--- src/rtl/pm_arb_pkg.sv ---
// Shared types and default parameters for the program-memory arbiter.
package pm_arb_pkg;

  localparam int unsigned PM_ADDR_W         = 16;
  localparam int unsigned PM_DATA_W         = 32;
  localparam int unsigned PM_TIMEOUT_CYCLES = 64;

  typedef enum logic [1:0] {
    ST_IDLE  = 2'd0,
    ST_ISSUE = 2'd1,
    ST_WAIT  = 2'd2
  } state_t;

  typedef enum logic {
    REQ_A = 1'b0,
    REQ_B = 1'b1
  } req_id_t;

  function automatic req_id_t other_req(req_id_t id);
    return (id == REQ_A) ? REQ_B : REQ_A;
  endfunction

endpackage

--- src/rtl/pm_arb_select.sv ---
// Winner selection between the fetch (A) and data (B) requesters.
// PM_ARB_ROUND_ROBIN_EN adds a pointer input that breaks ties; otherwise A has fixed priority.
module pm_arb_select
  import pm_arb_pkg::*;
(
  input  logic    a_req,
  input  logic    b_req,
`ifdef PM_ARB_ROUND_ROBIN_EN
  input  req_id_t ptr,
`endif
  output req_id_t winner
);

  always_comb begin
    winner = REQ_A;
`ifdef PM_ARB_ROUND_ROBIN_EN
    if (b_req && (!a_req || (ptr == REQ_B))) winner = REQ_B;
`else
    if (b_req && !a_req) winner = REQ_B;
`endif
  end

endmodule

--- src/rtl/program_mem_arbiter.sv ---
// Two-requester program-memory read arbiter with one outstanding read and a completion timeout.
// Optional round-robin tie-breaking is enabled by defining PM_ARB_ROUND_ROBIN_EN.
module program_mem_arbiter
  import pm_arb_pkg::*;
#(
  parameter int unsigned ADDR_W         = PM_ADDR_W,
  parameter int unsigned DATA_W         = PM_DATA_W,
  parameter int unsigned TIMEOUT_CYCLES = PM_TIMEOUT_CYCLES
) (
  input  logic              clk_in,
  input  logic              rst_in,
  input  logic              a_req_in,
  input  logic [ADDR_W-1:0] a_addr_in,
  output logic              a_gnt_out,
  output logic              a_valid_out,
  output logic              a_err_out,
  output logic [DATA_W-1:0] a_data_out,
  input  logic              b_req_in,
  input  logic [ADDR_W-1:0] b_addr_in,
  output logic              b_gnt_out,
  output logic              b_valid_out,
  output logic              b_err_out,
  output logic [DATA_W-1:0] b_data_out,
  output logic              mem_req_out,
  output logic [ADDR_W-1:0] mem_addr_out,
  input  logic              mem_ready_in,
  input  logic              mem_valid_in,
  input  logic [DATA_W-1:0] mem_data_in,
  output logic              busy_out
);

  localparam int unsigned CNT_W = $clog2(TIMEOUT_CYCLES + 1);
  // Abort is decided on cycle grant+TIMEOUT-1 so the error pulse lands TIMEOUT cycles after the grant.
  localparam logic [CNT_W-1:0] TMO_LAST = CNT_W'(TIMEOUT_CYCLES - 2);

  state_t            state, state_nxt;
  req_id_t           winner, owner;
  logic [ADDR_W-1:0] addr_q;
  logic [CNT_W-1:0]  cnt;
  logic              any_req, grant, done_ok, done_tmo, done;

  assign any_req  = a_req_in | b_req_in;
  assign grant    = (state == ST_IDLE) && any_req && !rst_in;
  assign done_ok  = (state == ST_WAIT) && mem_valid_in;
  assign done_tmo = (state != ST_IDLE) && (cnt == TMO_LAST) && !done_ok;
  assign done     = done_ok | done_tmo;
  assign mem_addr_out = addr_q;

`ifdef PM_ARB_ROUND_ROBIN_EN
  req_id_t ptr;

  always_ff @(posedge clk_in) begin
    if (rst_in)     ptr <= REQ_A;
    else if (grant) ptr <= other_req(winner);
  end

  pm_arb_select u_select (
    .a_req  (a_req_in),
    .b_req  (b_req_in),
    .ptr    (ptr),
    .winner (winner)
  );
`else
  pm_arb_select u_select (
    .a_req  (a_req_in),
    .b_req  (b_req_in),
    .winner (winner)
  );
`endif

  always_ff @(posedge clk_in) begin
    if (rst_in) state <= ST_IDLE;
    else        state <= state_nxt;
  end

  always_comb begin
    state_nxt = state;
    case (state)
      ST_IDLE:  if (any_req) state_nxt = ST_ISSUE;
      ST_ISSUE: begin
        if (done_tmo)          state_nxt = ST_IDLE;
        else if (mem_ready_in) state_nxt = ST_WAIT;
      end
      ST_WAIT:  if (done) state_nxt = ST_IDLE;
      default:  state_nxt = ST_IDLE;
    endcase
  end

  always_comb begin
    a_gnt_out   = 1'b0;
    b_gnt_out   = 1'b0;
    mem_req_out = 1'b0;
    busy_out    = 1'b0;
    if (grant) begin
      a_gnt_out = (winner == REQ_A);
      b_gnt_out = (winner == REQ_B);
    end
    mem_req_out = (state == ST_ISSUE);
    busy_out    = (state != ST_IDLE);
  end

  // Transaction context, timeout counter and per-requester response registers.
  always_ff @(posedge clk_in) begin
    if (rst_in) begin
      owner       <= REQ_A;
      addr_q      <= '0;
      cnt         <= '0;
      a_valid_out <= 1'b0;
      a_err_out   <= 1'b0;
      a_data_out  <= '0;
      b_valid_out <= 1'b0;
      b_err_out   <= 1'b0;
      b_data_out  <= '0;
    end else begin
      a_valid_out <= done && (owner == REQ_A);
      b_valid_out <= done && (owner == REQ_B);
      if (grant) begin
        owner  <= winner;
        addr_q <= (winner == REQ_A) ? a_addr_in : b_addr_in;
        cnt    <= '0;
      end else if (state != ST_IDLE) begin
        cnt <= cnt + CNT_W'(1);
      end
      if (done && (owner == REQ_A)) begin
        a_err_out  <= done_tmo;
        a_data_out <= done_ok ? mem_data_in : '0;
      end
      if (done && (owner == REQ_B)) begin
        b_err_out  <= done_tmo;
        b_data_out <= done_ok ? mem_data_in : '0;
      end
    end
  end

endmodule

--- config.mk ---
export PLATFORM = sky130hd
export DESIGN_NAME = program_mem_arbiter
export DESIGN_NICKNAME = d
export VERILOG_FILES = /design/src/rtl/pm_arb_pkg.sv /design/src/rtl/pm_arb_select.sv /design/src/rtl/program_mem_arbiter.sv
export SDC_FILE = /design/constraint.sdc
export NUM_CORES = 1
export LEC_CHECK = 0
export CORE_ASPECT_RATIO = 1.75
export CORE_MARGIN = 8
export CORE_UTILIZATION = 45
export CTS_CLUSTER_SIZE = 24
export DETAILED_ROUTE_END_ITERATION = 16
export PLACE_DENSITY = 0.79
export SYNTH_ARGS = -nofsm -noshare
export SYNTH_HDL_FRONTEND = slang
export SYNTH_HIERARCHICAL = 1
export SYNTH_SLANG_ARGS = --single-unit
--- constraint.sdc ---
create_clock -name clk_in -period 1.95 [get_ports clk_in]
set_clock_uncertainty 0.05 [all_clocks]
set_input_delay 0.39 -clock clk_in [delete_from_list [all_inputs] [get_ports clk_in]]
set_output_delay 0.39 -clock clk_in [all_outputs]
set_load 0.05 [all_outputs]
==> results.sh, run 1 <==
export IMPL_syn_num_nets=530
export IMPL_seq_power_share_pct=42.6
export IMPL_dr_first_iter_drc_count=347
export IMPL_seq_area_um2=1890
export IMPL_min_period_ps=1900
export IMPL_die_w_um=91.0
export IMPL_syn_area_um2=4420
export IMPL_avgSynthCellArea_um2=9.66
export IMPL_p_sw_share_pct=29.1
export IMPL_maxCapViolCount=0
export IMPL_path_cells="nor2_4 -> buf_6 -> nand2_2 -> nor3_4 -> buf_12"
export IMPL_wire_per_inst_um=20.2
export IMPL_cts_hold_buf=0
export IMPL_crit_fanout=8
export IMPL_ys_flop_type="dfxtp_1"
export IMPL_cp_start_kind="register"
export IMPL_via_count=4493
export IMPL_critPathTopFamily="simple AND/OR/NAND/NOR gates"
export IMPL_antenna_left=0
export IMPL_start_util_pct=45.5
export IMPL_setup_violations=0
export IMPL_timing_final_crit_share_pct=97.4
export IMPL_p_sw_uw=1390
export IMPL_hold_viol_final=0
export IMPL_final_instance_count_excl_fill=719
export IMPL_multi_input_area_um2=2190
export IMPL_hold_path_class="reg2reg"
export IMPL_globalRouteOverflowTotal=0
export IMPL_hpwlAfterDp_um=9890
export IMPL_vdd_drop_max_v=0.000691
export IMPL_portBuffers=157
export IMPL_relSlewSlack_pct=65.4
export IMPL_clockPowerShare_pct=37.2
export IMPL_post_cts_setup_buffers=0
export IMPL_status="finished, final reports clean"
export IMPL_first_pass_iters=4
export IMPL_fmax_ghz=0.526
export IMPL_clock_latency_ps=340
export IMPL_worstSetupPathType="reg2out"
export IMPL_synth_edf_count=0
export IMPL_drc_errors=0
export IMPL_post_place_ws_ps=-26.4
export IMPL_antenna_cells=0
export IMPL_layout_common_cells="93 x dfxtp_1, 89 x buf_4, 84 x a21oi_1"
export IMPL_critPathSlowestCell="dfxtp_4"
export IMPL_postSynthCellCount=458
export IMPL_dieArea_um2=13400
export IMPL_cts_buffers_inserted=9
export IMPL_power_density_nw_per_um2=769
export IMPL_ys_warn_count=6
export IMPL_io_pins=158
export IMPL_grt_pass1_vias=4581
export IMPL_cts_tree="done"
export IMPL_vias_per_cell=6.25
export IMPL_combPwrFrac_pct=20.2
export IMPL_layout_commonest_cell="dfxtp_1"
export IMPL_cts_sinks=94
export IMPL_fillers=832
export IMPL_htreeDepth=3
export IMPL_end_kind="primary output"
export IMPL_die_y_um=147
export IMPL_drt_total_wl_um=14500
export IMPL_intPower_uw=3390
export IMPL_slew_viol_final=0
export IMPL_gp_congestion=0.816
export IMPL_final_layout_size_suffix_gt1_share_pct=22.6
export IMPL_path_clk_slew_ps=70
export IMPL_ys_ff_latch=94
export IMPL_core_area_um2=9730
export IMPL_globalRouteTotalUtil_pct=20.7
export IMPL_synth_async_sr_flop_share_pct=0
export IMPL_cp_num_buf_inv=2
export IMPL_antenna_found_initial=0
export IMPL_cts_root_buf="clkbuf_16"
export IMPL_synth_cell_types=44
export IMPL_grt_max_degree=65
export IMPL_core_rowCount=48
export IMPL_dp_cells=703
export IMPL_yosysSeqAreaShare_pct=42.5
export IMPL_holdWs_ps=446
export IMPL_critical_path_required_ps=1510
export IMPL_slowest_delay_ps=380
export IMPL_grt_pass1_wl_um=23100
export IMPL_p_leak_uw=0.00226
export IMPL_cts_buffer_depth=2
export IMPL_syn_to_final_growth_pct=40.5
export IMPL_finalPower_uw=4780
export IMPL_nets=661
export IMPL_worst_pin_slew_ps=518
export IMPL_arrival_ps=1460
export IMPL_setup_ws_ps=49.8
-- power groups by stage --
stage          Combinational, µW  Sequential (µW)  Clock [µW]
2_1_floorplan                403             2260           0
3_3_place_gp                 944             2080           0
3_5_place_dp                 960             2080           0
4_1_cts                      957             2040        1820
5_1_grt                     1020             2050        1900
6_report                     963             2040        1780
-- final timing paths --
| check | depth (start not counted) | end | slack [ps] | startpoint |
|---|---|---|---|---|
| worst max-delay path | 5 | a_gnt_out | 50 | state[0]$_SDFFE_PP0P_ |
| worst min register to register | 2 | cnt[6]$_SDFFE_PP0N_ | 450 | cnt[6]$_SDFFE_PP0N_ |
| worst max register to register | 6 | b_err_out$_SDFFE_PP0P_ | 370 | cnt[0]$_SDFFE_PP0N_ |
| worst min-delay path | 2 | cnt[6]$_SDFFE_PP0N_ | 450 | cnt[6]$_SDFFE_PP0N_ |
-- kinds of logic after synthesis --
kind of cell / share of synthesized area (%)
mux: 3.62
fa+ha+maj: 0.566
simple gates: 5.20
xor+xnor: 0.792
flops: 42.5
compound gates: 38.5
buf+inv: 8.74
-- worst min-delay path, stage by stage, from the launching register on --
cell and delay (ps):
dfxtp_1 320, o21ai_1 70, a21oi_1 60
-- registers in the layout, summed over array words and instances, names as in the netlist --
name	flops
a_data_out	32
b_data_out	32
mem_addr_out	16
cnt	7
state	2
a_err_out	1
a_valid_out	1
b_err_out	1
b_valid_out	1
owner	1
-- through the flow --
step,instance area [µm²],setup TNS (ps),util (%)
global route,6220,-16.2,63.9
global placement,5900,0,60.6
finish,6220,0,63.9
floorplan,4440,0,-
CTS,6190,0,63.6
detailed placement,5900,-40.0,60.6
-- layout make-up --
type	instances	area share, %
Tap cell	125	2.52
Clock inverter	6	1.13
Timing Repair Buffer	181	26.7
Sequential cell	94	30.3
Multi-Input combinational cell	298	35.2
Clock buffer	10	3.84
Inverter	5	0.302
-- layer usage --
metal	GRT usage [%]	routed length, µm	vias up	share of wire [%]
li1	-	-	2092	-
met1	21.3	5320	2151	37
met2	36.0	7550	221	52
met3	7.77	1270	29	8.8
met4	9.98	371	0	2.6
met5	0	0	-	0
-- timing repair --
item / CTS / global route
setup endpoints to repair: 14 / 4
pin swaps: 0 / 2
gates resized for setup: 14 / 8
gates cloned: 0 / 0
-- synthesized netlist by cell type (2+ instances only) --
master / instances / area share (%)
nand2_1: 3 / 0.25
clkbuf_1: 19 / 1.6
xor2_1: 3 / 0.59
a21oi_1: 84 / 9.5
a211oi_1: 17 / 2.9
nor2_4: 2 / 0.51
buf_8: 6 / 2.0
o21ai_1: 4 / 0.45
or3_1: 3 / 0.42
dfxtp_1: 94 / 43
o221a_1: 2 / 0.51
ha_1: 2 / 0.57
nor3_1: 2 / 0.23
nor4_2: 2 / 0.57
nor2_1: 7 / 0.59
o211ai_1: 64 / 11
mux2i_1: 16 / 3.6
inv_1: 4 / 0.34
and2b_1: 2 / 0.34
buf_2: 30 / 3.4
buf_4: 3 / 0.51
a32oi_1: 64 / 13
buf_6: 3 / 0.76
nor4_1: 2 / 0.28
(Power assumes the default switching activity.)
==> run 2, diff against run 1 <==
ABC_AREA = 1   (was not set)
CORE_UTILIZATION = 43   (was 45)
PLACE_DENSITY = 0.78   (was 0.79)
SLEW_MARGIN = 20   (was not set)
==> run 2 against run 1 <==
Via count is 15% lower. Fmax fell by 0.73%. Worst hold slack worse by 100 ps. Final cell count rose by 11%.
==> results.sh, run 2 <==
export IMPL_slew_viol_final=0
export IMPL_synth_top_family_by_area="simple AND/OR/NAND/NOR gates"
export IMPL_ys_warn_count=6
export IMPL_grt_setup_unrepaired="false"
export IMPL_setup_violations=0
export IMPL_synth_fa_ha_area_share_pct=0.628
export IMPL_syn_to_final_growth_pct=47.7
export IMPL_relSlewSlack_pct=49.9
export IMPL_cts_sinks=94
export IMPL_muxShareOfSynthArea_pct=4.52
export IMPL_path_clk_slew_ps=60
export IMPL_cts_tree="done"
export IMPL_globalRouteOverflowTotal=0
export IMPL_end_kind="primary output"
export IMPL_multi_input_area_um2=1730
export IMPL_critPathSlowestCell="clkdlybuf4s50_1"
export IMPL_gp_congestion=0.758
export IMPL_antenna_cells=0
export IMPL_synth_commonest_cells="169 x nand2_1, 94 x dfxtp_1, 81 x a21oi_1"
export IMPL_timing_final_crit_share_pct=98.2
export IMPL_avgSynthCellArea_um2=7.65
export IMPL_antenna_found_initial=0
export IMPL_dr_first_iter_drc_count=157
export IMPL_die_w_um=88.8
export IMPL_status="finished, final reports clean"
export IMPL_cts_root_buf="clkbuf_16"
export IMPL_drt_total_wl_um=12200
export IMPL_hold_viol_final=0
export IMPL_power_density_nw_per_um2=800
export IMPL_yosysSeqAreaShare_pct=47.2
export IMPL_gr_usage_met3_pct=4.92
export IMPL_critPathTopFamily="buffers and inverters"
export IMPL_via_count=3802
export IMPL_fmax_ghz=0.522
export IMPL_yosysTopAreaCell="dfxtp_1"
export IMPL_globalRouteMet1Util_pct=18.7
export IMPL_fillers=791
export IMPL_post_place_ws_ps=-66.9
export IMPL_synth_top_area_share_pct=47.2
export IMPL_p_leak_uw=0.00273
export IMPL_grt_pass1_vias=3909
export IMPL_synth_area_leaders="dfxtp_1 47%, nand2_1 16%, a21oi_1 10%, mux2_2 4.5%, nor2_1 4.3%"
export IMPL_synth_edf_count=0
export IMPL_die_y_um=143
export IMPL_synth_async_sr_flop_share_pct=0
export IMPL_min_period_ps=1910
export IMPL_dieArea_um2=12700
export IMPL_ys_ff_latch=94
export IMPL_syn_num_nets=593
export IMPL_ys_flop_type="dfxtp_1"
export IMPL_grt_max_degree=68
export IMPL_htreeDepth=3
export IMPL_drc_errors=0
export IMPL_synth_most_common_cell="nand2_1"
export IMPL_synth_cell_types=27
export IMPL_start_util_pct=44.1
export IMPL_layout_commonest_cell="nand2_1"
export IMPL_path_cells="clkdlybuf4s50_1"
export IMPL_io_pins=158
export IMPL_grt_pass1_wl_um=19200
export IMPL_nets=748
export IMPL_vdd_drop_max_v=0.000636
export IMPL_synth_compound_area_share_pct=12.7
export IMPL_synthSimpleGateAreaFrac_pct=25.2
export IMPL_busiest_layer="met2"
export IMPL_cp_num_buf_inv=1
export IMPL_postSynthCellCount=521
export IMPL_cts_buffers_inserted=9
export IMPL_holdWs_ps=344
export IMPL_clock_latency_ps=330
export IMPL_vias_per_cell=4.75
export IMPL_antenna_left=0
export IMPL_cp_start_kind="register"
export IMPL_hpwlAfterDp_um=9050
export IMPL_layout_common_cells="169 x nand2_1, 94 x dfxtp_1, 81 x a21oi_1"
export IMPL_worstSetupPathType="reg2out"
export IMPL_portBuffers=157
export IMPL_globalRouteTotalUtil_pct=19.4
export IMPL_synth_xor_area_share_pct=0
export IMPL_final_layout_size_suffix_gt1_share_pct=21.1
export IMPL_arrival_ps=1470
export IMPL_crit_fanout=2
export IMPL_first_pass_iters=5
export IMPL_maxCapViolCount=0
export IMPL_syn_area_um2=3990
export IMPL_core_rowCount=46
export IMPL_critical_path_required_ps=1510
export IMPL_slowest_delay_ps=810
export IMPL_hold_path_class="in2reg"
export IMPL_worst_pin_slew_ps=752
export IMPL_use_met2_pct=35.3
export IMPL_seq_area_um2=1880
export IMPL_cts_buffer_depth=2
export IMPL_core_area_um2=9040
export IMPL_wire_per_inst_um=15.3
export IMPL_setup_ws_ps=35.7
-- run 2: cell count changes in the layout (fill, tap and decap cells not counted), sizes merged, moves of 17 or more --
cell | previous run | this run
a32oi | 64 | 0
a211oi | 17 | 0
nor2 | 9 | 51
inv | 6 | 45
buf | 99 | 78
nand2 | 3 | 183
o211ai | 64 | 0
-- run 2: path summary, 6_finish.rpt --
path | startpoint | end | slack (ps) | depth (start not counted)
min | rst_in | mem_addr_out[3]$_SDFFE_PP0N_ | 340 | 4
min reg2reg | a_data_out[15]$_SDFFE_PP0P_ | a_data_out[15]$_SDFFE_PP0P_ | 410 | 2
max reg2reg | state[0]$_SDFFE_PP0P_ | a_data_out[20]$_SDFFE_PP0P_ | 240 | 8
max | mem_addr_out[6]$_SDFFE_PP0N_ | mem_addr_out[6] | 40 | 1
-- run 2: timing repair --
action                                 in CTS  in global routing
setup endpoints to repair                   4                 18
endpoints found under the hold margin       0                  0
hold buffers                                0                  0
buffers inserted                            2                  1
resized for setup                           5                 19
pin swaps                                   1                  1
-- run 2: kinds of logic after synthesis --
family | Yosys count
AND/OR/NAND/NOR | 241
buffers and inverters | 75
flip-flops | 94
AO/OA/AOI/OAI | 93
adder cells (fa/ha/maj) | 2
multiplexers | 16
-- run 2: where the power goes --
part / internal, µW / leakage [µW] / switching (µW) / total (µW)
clock network: 1130 / 0.000162 / 692 / 1820
registers: 1980 / 0.000760 / 38.9 / 2020
logic: 353 / 0.00181 / 512 / 865
-- run 2: area by class of cell --
| type | instances | share of cell area [%] |
|---|---|---|
| repair buffers | 174 | 27.8 |
| well taps | 120 | 2.55 |
| flip-flops and latches | 94 | 32.0 |
| clock inverters | 3 | 0.680 |
| inverters | 45 | 2.87 |
| clock buffers | 13 | 4.76 |
| multi-input cells | 352 | 29.3 |
-- run 2: through the flow --
stage | utilization [%] | power (µW) | std cells | area [µm²] | TNS (ps)
6_report | 65.1 | 4710 | 801 | 5880 | 0
4_1_cts | 64.4 | 4740 | 800 | 5820 | 0
2_1_floorplan | - | 2570 | 521 | 3990 | 0
5_1_grt | 65.1 | 4880 | 801 | 5880 | 0
3_3_place_gp | 60.8 | 2900 | 782 | 5490 | -29.9
3_5_place_dp | 60.8 | 2920 | 782 | 5490 | -331
-- run 2: layer usage --
layer  routed length [µm]  vias up
met5                    0        -
met4                  519        0
met3                  779       30
met2                 6560      121
met1                 4380     1719
li1                     -     1932
==> run 3, diff against run 2 <==
SKIP_LAST_GASP = 1   (was not set)
==> run 3 against run 2 <==
Final cell count is the same. Worst hold slack lost 0.76 ps. Setup slack is essentially flat. Flip-flop and latch count is the same. Cell area is essentially flat. Register-to-register slack is essentially flat. Wire length is essentially flat. Non-clock buffer count is the same. Critical endpoint unchanged. Largest cell class unchanged.
==> results.sh, run 3 (same netlist as run 2, synthesis figures left out) <==
export IMPL_cp_num_buf_inv=1
export IMPL_critPathSlowestCell="clkdlybuf4s50_1"
export IMPL_globalRouteOverflowTotal=0
export IMPL_fmax_ghz=0.522
export IMPL_antenna_found_initial=0
export IMPL_via_count=3807
export IMPL_die_y_um=143
export IMPL_final_instance_count_excl_fill=801
export IMPL_relSlewSlack_pct=50.7
export IMPL_fin_area_um2=5880
export IMPL_core_area_um2=9040
export IMPL_critPathTopFamily="buffers and inverters"
export IMPL_vdd_drop_max_v=0.000636
export IMPL_holdWs_ps=343
export IMPL_globalRouteTotalUtil_pct=19.4
export IMPL_antenna_left=0
export IMPL_gp_congestion=0.758
export IMPL_io_pins=158
export IMPL_post_place_ws_ps=-66.9
export IMPL_hpwlAfterDp_um=9050
export IMPL_start_util_pct=44.1
export IMPL_core_rowCount=46
export IMPL_slew_viol_final=0
export IMPL_cts_hold_buf=0
export IMPL_dp_cells=782
export IMPL_antenna_cells=0
export IMPL_grt_setup_unrepaired="true"
export IMPL_path_cells="clkdlybuf4s50_1"
export IMPL_min_period_ps=1910
export IMPL_wire_per_inst_um=15.3
export IMPL_path_clk_slew_ps=60
export IMPL_dr_first_iter_drc_count=168
export IMPL_drc_errors=0
export IMPL_maxCapViolCount=0
export IMPL_arrival_ps=1470
export IMPL_syn_to_final_growth_pct=47.6
export IMPL_final_layout_size_suffix_gt1_share_pct=21.1
export IMPL_layout_commonest_cell="nand2_1"
export IMPL_cts_root_buf="clkbuf_16"
export IMPL_power_density_nw_per_um2=801
export IMPL_cts_tree="done"
export IMPL_die_w_um=88.8
export IMPL_cts_buffer_depth=2
export IMPL_clock_latency_ps=330
export IMPL_status="finished, final reports clean"
export IMPL_slowest_delay_ps=810
export IMPL_cp_start_kind="register"
export IMPL_nets=748
export IMPL_worstSetupPathType="reg2out"
export IMPL_crit_fanout=2
export IMPL_timing_final_crit_share_pct=98.2
export IMPL_grt_pass1_wl_um=19200
export IMPL_portBuffers=157
export IMPL_htreeDepth=3
export IMPL_drt_total_wl_um=12300
export IMPL_hold_path_class="in2reg"
export IMPL_post_dp_cell_area_um2=5490
export IMPL_setup_tns_ps=0
export IMPL_cts_sinks=94
export IMPL_p_leak_uw=0.00272
export IMPL_worst_pin_slew_ps=740
export IMPL_first_pass_iters=4
export IMPL_grt_max_degree=68
export IMPL_layout_common_cells="169 x nand2_1, 94 x dfxtp_1, 81 x a21oi_1"
export IMPL_critical_path_required_ps=1510
export IMPL_grt_pass1_vias=3909
export IMPL_cts_buffers_inserted=9
export IMPL_hold_viol_final=0
export IMPL_setup_violations=0
export IMPL_vias_per_cell=4.75
export IMPL_end_kind="primary output"
export IMPL_dieArea_um2=12700
export IMPL_setup_ws_ps=36.0
## run 3: per-stage QoR
stage | utilization, % | power (µW)
4_1_cts | 64.4 | 4740
2_1_floorplan | - | 2570
3_5_place_dp | 60.8 | 2920
5_1_grt | 65.1 | 4880
3_3_place_gp | 60.8 | 2900
6_report | 65.1 | 4710
## run 3: worst paths after layout
kind              slack, ps  depth (start not counted)                          from                           end
hold reg to reg         410                          2   a_data_out[15]$_SDFFE_PP0P_   a_data_out[15]$_SDFFE_PP0P_
hold / removal          340                          4                        rst_in  mem_addr_out[3]$_SDFFE_PP0N_
setup reg to reg        240                          8         state[0]$_SDFFE_PP0P_   a_data_out[20]$_SDFFE_PP0P_
setup / recovery         40                          1  mem_addr_out[6]$_SDFFE_PP0N_               mem_addr_out[6]
## run 3: routing by layer
metal	wire [µm]	up-vias	global-route usage, %
met5	0	-	0
met4	519	0	11.5
met3	804	29	4.92
met2	6570	128	35.3
met1	4360	1722	18.7
li1	-	1928	-
## run 3: repair_timing
| action | 4_1_cts | 5_1_grt |
|---|---|---|
| pin swaps | 1 | 1 |
| resized for setup | 5 | 18 |
| setup endpoints to repair | 4 | 18 |
| buffers inserted | 2 | 1 |
| hold endpoints to repair | 0 | 0 |
## run 3: power by group
part | switching (µW) | internal [µW] | total, µW
registers | 39.0 | 1980 | 2020
logic | 512 | 353 | 865
clock network | 695 | 1130 | 1820
## run 3: layout make-up
cell class | instances | area [µm²]
fill | 791 | 3150
sequential | 94 | 1880
multi-input combinational | 352 | 1730
timing repair buffer | 174 | 1640
clock buffer | 13 | 280
inverter | 45 | 169
tap | 120 | 150
clock inverter | 3 | 40.0
